`src/rtl/ram_generate_offset_n.sv`:
```
// Accepts a frame of CH_NUM packed channels, adds OFFSET to each channel and
// presents the results in two ways: as a parallel bus, then as a valid/ready
// serial stream of one channel per word.
// Define RAM_GEN_SAT_EN to saturate the sum instead of letting it wrap.
module ram_generate_offset_n #(
  parameter int CH_NUM = 4,
  parameter int DATA_W = 8,
  parameter int OFFSET = 10,
  localparam int CH_W = (CH_NUM > 1) ? $clog2(CH_NUM) : 1
) (
  input  logic                     sys_clk,
  input  logic                     sys_rst_n,
  input  logic                     in_valid,
  output logic                     in_ready,
  input  logic [CH_NUM*DATA_W-1:0] in_data,
  output logic                     out_valid,
  output logic [CH_NUM*DATA_W-1:0] out_data,
  output logic                     ser_valid,
  input  logic                     ser_ready,
  output logic [DATA_W-1:0]        ser_data,
  output logic [CH_W-1:0]          ser_ch,
  output logic                     ser_last
);

  // Handshakes: a transfer happens on any posedge where valid && ready.
  // in_valid is dropped unless in_ready; ser_data/ser_ch/ser_last hold until taken.

  typedef enum logic [0:0] {IDLE, SEND} state_t;

  localparam logic [DATA_W:0]   OFF_EXT = (DATA_W+1)'(OFFSET);
  localparam logic [CH_W-1:0]   LAST_CH = CH_W'(CH_NUM - 1);

  state_t                     state;
  state_t                     state_next;
  logic [DATA_W-1:0]          arr [CH_NUM];
  logic [CH_NUM*DATA_W-1:0]   sum_bus;
  logic [CH_W-1:0]            next_ch;
  logic                       accept;
  logic                       handshake;

  function automatic logic [DATA_W-1:0] add_off(input logic [DATA_W-1:0] d);
    logic [DATA_W:0] s;
    s = {1'b0, d} + OFF_EXT;
`ifdef RAM_GEN_SAT_EN
    return s[DATA_W] ? {DATA_W{1'b1}} : s[DATA_W-1:0];
`else
    return s[DATA_W-1:0];
`endif
  endfunction

  always_comb begin
    sum_bus = '0;
    for (int k = 0; k < CH_NUM; k++) begin
      sum_bus[k*DATA_W +: DATA_W] = add_off(in_data[k*DATA_W +: DATA_W]);
    end
  end

  assign accept    = (state == IDLE) && in_valid;
  assign handshake = (state == SEND) && ser_valid && ser_ready;
  assign next_ch   = ser_ch + CH_W'(1);

  always_ff @(posedge sys_clk) begin
    if (!sys_rst_n) state <= IDLE;
    else            state <= state_next;
  end

  always_comb begin
    state_next = state;
    in_ready   = 1'b0;
    case (state)
      IDLE: begin
        in_ready = 1'b1;
        if (in_valid) state_next = SEND;
      end
      SEND: begin
        if (handshake && ser_last) state_next = IDLE;
      end
      default: state_next = IDLE;
    endcase
  end

  // ser_ch doubles as the read index into arr while streaming.
  always_ff @(posedge sys_clk) begin
    if (!sys_rst_n) begin
      for (int k = 0; k < CH_NUM; k++) arr[k] <= '0;
      out_data  <= '0;
      out_valid <= 1'b0;
      ser_valid <= 1'b0;
      ser_data  <= '0;
      ser_ch    <= '0;
      ser_last  <= 1'b0;
    end else begin
      out_valid <= 1'b0;
      if (accept) begin
        for (int k = 0; k < CH_NUM; k++) arr[k] <= sum_bus[k*DATA_W +: DATA_W];
        out_data  <= sum_bus;
        out_valid <= 1'b1;
        ser_valid <= 1'b1;
        ser_data  <= sum_bus[DATA_W-1:0];
        ser_ch    <= '0;
        ser_last  <= 1'b0;
      end else if (handshake) begin
        if (ser_last) begin
          ser_valid <= 1'b0;
          ser_last  <= 1'b0;
        end else begin
          ser_ch   <= next_ch;
          ser_data <= arr[next_ch];
          ser_last <= (next_ch == LAST_CH);
        end
      end
    end
  end

endmodule

```
`config.mk`:
```
export PLATFORM = sky130hd
export DESIGN_NAME = ram_generate_offset_n
export DESIGN_NICKNAME = d
export VERILOG_FILES = /design/src/rtl/ram_generate_offset_n.sv
export SDC_FILE = /design/constraint.sdc
export NUM_CORES = 1
export LEC_CHECK = 0
export BUFFER_PORTS_ARGS = -buffer_cell sky130_fd_sc_hd__buf_2
export CORE_ASPECT_RATIO = 1.2
export CORE_MARGIN = 1.5
export CORE_UTILIZATION = 40
export DETAILED_ROUTE_END_ITERATION = 8
export PLACE_DENSITY_LB_ADDON = 0.2
export SLEW_MARGIN = 10
export SYNTH_ARGS = -nofsm -noshare
export SYNTH_HDL_FRONTEND = slang
export SYNTH_SLANG_ARGS = --single-unit
```
`constraint.sdc`:
```
create_clock -name sys_clk -period 2.5 [get_ports sys_clk]
set_clock_uncertainty 0.15 [all_clocks]
set_input_delay 0.25 -clock sys_clk [delete_from_list [all_inputs] [get_ports sys_clk]]
set_output_delay 0.25 -clock sys_clk [all_outputs]
set_load 0.005 [all_outputs]
```
==> impl_metrics.xml <==
<?xml version="1.0" encoding="UTF-8"?>
<metrics>
  <group name="clocking">
    <metric name="cts.path.max_buffers" unit="">2</metric>
    <metric name="cts_max_level" unit="">3</metric>
    <metric name="cts-buffers-inserted" unit="">9</metric>
    <metric name="cts_tree" unit="">yes</metric>
    <metric name="clock_pin_slew_on_the_worst_setup_and_hold_paths" unit="ps">80</metric>
    <metric name="cts_resized" unit="">0</metric>
    <metric name="clock_tree.root_cell" unit="">sky130_fd_sc_hd__clkbuf_8</metric>
    <metric name="cts_setup_buffers" unit="">0</metric>
    <metric name="clkSinkCount" unit="">78</metric>
    <metric name="clk-insertion-delay-late" unit="ps">350</metric>
  </group>
  <group name="floorplan">
    <metric name="floorplan.rows" unit="">36</metric>
    <metric name="die_height" unit="um">104.1</metric>
    <metric name="fp.dieW" unit="um">87.25</metric>
    <metric name="initial_core_util" unit="">0.4156</metric>
    <metric name="core_region_area" unit="um^2">8198</metric>
    <metric name="top_level_ports" unit="">82</metric>
    <metric name="design.die.area" unit="um^2">9083</metric>
  </group>
  <group name="grt">
    <metric name="grtUsageTotal" unit="">0.1775</metric>
    <metric name="global_route_wire_length_before_repair" unit="mm">12.18</metric>
    <metric name="grt-ovfl-total" unit="">0</metric>
    <metric name="antenna_found_initial" unit="">0</metric>
    <metric name="grt_pass1_vias" unit="">2440</metric>
    <metric name="grt_max_degree" unit="">36</metric>
  </group>
  <group name="synthesis">
    <metric name="number_of_enable_flip_flop_cells_after_synthesis" unit="">32</metric>
    <metric name="number_of_cells_produced_by_synthesis" unit="">312</metric>
    <metric name="postSynthNetCount" unit="">353</metric>
    <metric name="synth_area_leaders" unit="">sky130_fd_sc_hd__edfxtp_1, sky130_fd_sc_hd__dfxtp_1, sky130_fd_sc_hd__nor2_1</metric>
    <metric name="synth_top_cells_by_count" unit="">sky130_fd_sc_hd__nor2_1, sky130_fd_sc_hd__dfxtp_1, sky130_fd_sc_hd__edfxtp_1</metric>
    <metric name="synth_ff_type" unit="">sky130_fd_sc_hd__dfxtp_1</metric>
    <metric name="yosysMostFrequentCell" unit="">sky130_fd_sc_hd__nor2_1</metric>
    <metric name="ys_async_sr_fraction" unit="">0</metric>
    <metric name="synth.ff_latch_count" unit="">78</metric>
    <metric name="syn-mean-instance-area" unit="um^2">10.92</metric>
    <metric name="cell_type_contributing_the_most_total_cell_area_after_synthesis" unit="">sky130_fd_sc_hd__edfxtp_1</metric>
    <metric name="mappedNetlistArea" unit="um^2">3407</metric>
    <metric name="synth_warnings" unit="">0</metric>
    <metric name="netlist-cell-type-count" unit="">38</metric>
    <metric name="synth_largest_type_area_fraction" unit="">0.2820</metric>
    <metric name="synth.yosys.seq_area_share" unit="">0.5523</metric>
  </group>
  <group name="cells_and_area">
    <metric name="fillerInstances" unit="">812</metric>
    <metric name="synth_to_final_area_change" unit="%">20.05</metric>
    <metric name="nets" unit="">438</metric>
    <metric name="layout-drive-gt1-share" unit="">0.2935</metric>
    <metric name="insertedDiodeCount" unit="">0</metric>
  </group>
  <group name="critical_path">
    <metric name="kind_of_critical_path" unit="">reg2reg</metric>
    <metric name="critPathRequiredTime" unit="ps">2610</metric>
    <metric name="worst-endpoint-arrival" unit="ps">1940</metric>
    <metric name="worst-path-max-fanout" unit="">35</metric>
    <metric name="timing.reg2reg.worst_path_depth" unit="">3</metric>
    <metric name="rrSetupSlack" unit="ps">670</metric>
    <metric name="worstReg2RegEnd" unit="">ser_ch[1]</metric>
    <metric name="r2r_start" unit="">state</metric>
    <metric name="startpoint_kind_of_the_worst_setup_timing_path" unit="">register</metric>
    <metric name="critPathCaptureType" unit="">register</metric>
  </group>
  <group name="sta">
    <metric name="maxSlewViolCount" unit="">0</metric>
    <metric name="layout_min_cycle_time" unit="ps">1833</metric>
    <metric name="max_slew_margin" unit="">0.6689</metric>
    <metric name="actual_slew_at_the_worst_max_slew_pin" unit="ps">496.7</metric>
    <metric name="final.setup.worst_slack" unit="ps">667.4</metric>
    <metric name="layout_worst_path_cycle_share" unit="">0.7330</metric>
    <metric name="grt_setup_unrepaired" unit="">no</metric>
    <metric name="fmaxAchievable" unit="GHz">0.5457</metric>
    <metric name="setup_viol" unit="">0</metric>
    <metric name="fin_setup_tns" unit="ps">0</metric>
    <metric name="hold_viol" unit="">0</metric>
  </group>
  <group name="drt">
    <metric name="num_vias" unit="">2599</metric>
    <metric name="wl_per_cell" unit="um">14.88</metric>
    <metric name="met2WireLength" unit="mm">3.697</metric>
    <metric name="detail_route.vias_per_cell" unit="">5.037</metric>
    <metric name="sum_of_routed_wire_segments_on_met1" unit="mm">3.428</metric>
    <metric name="drt_pre_antenna_iters" unit="">4</metric>
    <metric name="highest_layer" unit="">met4</metric>
    <metric name="wl" unit="mm">7.679</metric>
    <metric name="drc" unit="">0</metric>
    <metric name="route.antenna.remaining_nets" unit="">0</metric>
    <metric name="routed-wl-met3" unit="um">406</metric>
    <metric name="drtIter0Drc" unit="">136</metric>
  </group>
  <group name="placed_design">
    <metric name="pre_cts_ws" unit="ps">674.6</metric>
    <metric name="portBuffers" unit="">81</metric>
    <metric name="place.gp.congestion" unit="">0.7503</metric>
    <metric name="place.detailed.hpwl" unit="mm">5.473</metric>
  </group>
  <group name="pwr">
    <metric name="maximum_ir_drop_on_the_vdd_rail" unit="mV">0.2588</metric>
    <metric name="static-leakage-power" unit="nW">1.752</metric>
    <metric name="powerDensity" unit="nW/um^2">656.9</metric>
  </group>
  <group name="worst_hold_path">
    <metric name="hold_path.class" unit="">in2reg</metric>
    <metric name="hold_path_startpoint" unit="">in_data[0]</metric>
    <metric name="hold_path_sink" unit="">out_data[0]</metric>
    <metric name="hold_path_depth" unit="">3</metric>
  </group>
  <group name="run_status">
    <metric name="outcome" unit="">completed</metric>
  </group>
  <group name="job">
    <metric name="max_cap_violations" unit="">0</metric>
  </group>
</metrics>
report_power, final:
part | total [mW] | switching (mW) | internal (mW)
Combinational | 0.386 | 0.219 | 0.167
Sequential | 1.48 | 0.0468 | 1.43
Clock | 0.822 | 0.439 | 0.383
Total | 2.69 | 0.705 | 1.98
layout by cell type, fill, tap and decap left out, drive strengths merged, types with 4 or more instances in the layout:
master       Yosys  layout
buf             13      87
nor2            54      54
dfxtp           46      46
nand2           33      33
edfxtp          32      32
a21oi           31      31
o21ai           17      17
xor2            14      14
clkbuf           5      12
a211oi          10      10
and3             9       9
mux4             8       8
xnor2            7       7
ha               5       5
dlygate4sd3      0       5
nand3            5       5
o2111ai          4       4
metal layers:
layer | global-route usage | vias up
li1 | - | 1275
met3 | 0.03571 | 13
met4 | 0.07596 | 0
met5 | 0 | -
met2 | 0.2764 | 83
met1 | 0.2379 | 1228
kinds of logic after synthesis:
kind of cell	count (synthesis)	synth area share
fa+ha+maj	5	0.01836
xor+xnor	21	0.05399
mux	8	0.05619
compound gates	69	0.1271
flops	78	0.5523
buf+inv	22	0.04370
simple gates	109	0.1484
worst max-delay path, cell delays in order (launching register included):
cell and delay [ps]:
sky130_fd_sc_hd__dfxtp_1 540, sky130_fd_sc_hd__or2b_4 430, sky130_fd_sc_hd__nand2_4 330, sky130_fd_sc_hd__a211oi_1 270
sequential cells by signal (all words and copies together), names as in the netlist:
name	count
arr	32
out_data	32
out_valid	1
ser_ch	2
ser_data	8
ser_last	1
ser_valid	1
state	1
what timing repair did:
| action | in CTS | in global routing |
|---|---|---|
| hold endpoints to repair | 5 | 0 |
| setup endpoints to repair | 0 | 0 |
| hold buffers | 5 | 0 |
worst max-delay path by stage:
stage,from,depth (start not counted),slack (ps),end
after floorplan,ser_ch[0],7,700,ser_data[1]
after global placement,state,2,720,arr[0][5]
after detailed placement,state,2,670,arr[0][4]
after CTS,state,2,660,arr[3][4]
after global routing,state,3,530,ser_ch[1]
final,state,3,670,ser_ch[1]
metrics by stage:
| stage | utilization | std cells | area [um^2] | power, mW | hold slack, ps |
|---|---|---|---|---|---|
| floorplan | - | 312 | 3407 | 1.734 | 192.4 |
| global placement | 0.4722 | 495 | 3871 | 1.884 | 294.1 |
| detailed placement | 0.4722 | 495 | 3871 | 1.892 | 297.2 |
| CTS | 0.4989 | 516 | 4090 | 2.715 | 0.05418 |
| global route | 0.4989 | 516 | 4090 | 2.818 | 15.73 |
| finish | 0.4989 | 516 | 4090 | 2.687 | 6.644 |
final cells by class:
cell class              instances  area, um^2  share of cell area
flip-flops and latches         78        1882              0.4601
clock buffers                  12       145.1             0.03548
clock inverters                 4       23.77            0.005812
multi-input cells             212        1381              0.3377
repair buffers                 92       500.5              0.1224
inverters                       4       15.01            0.003671
well taps                     114       142.6             0.03487
Note: power is estimated with default switching activity, not from simulation.
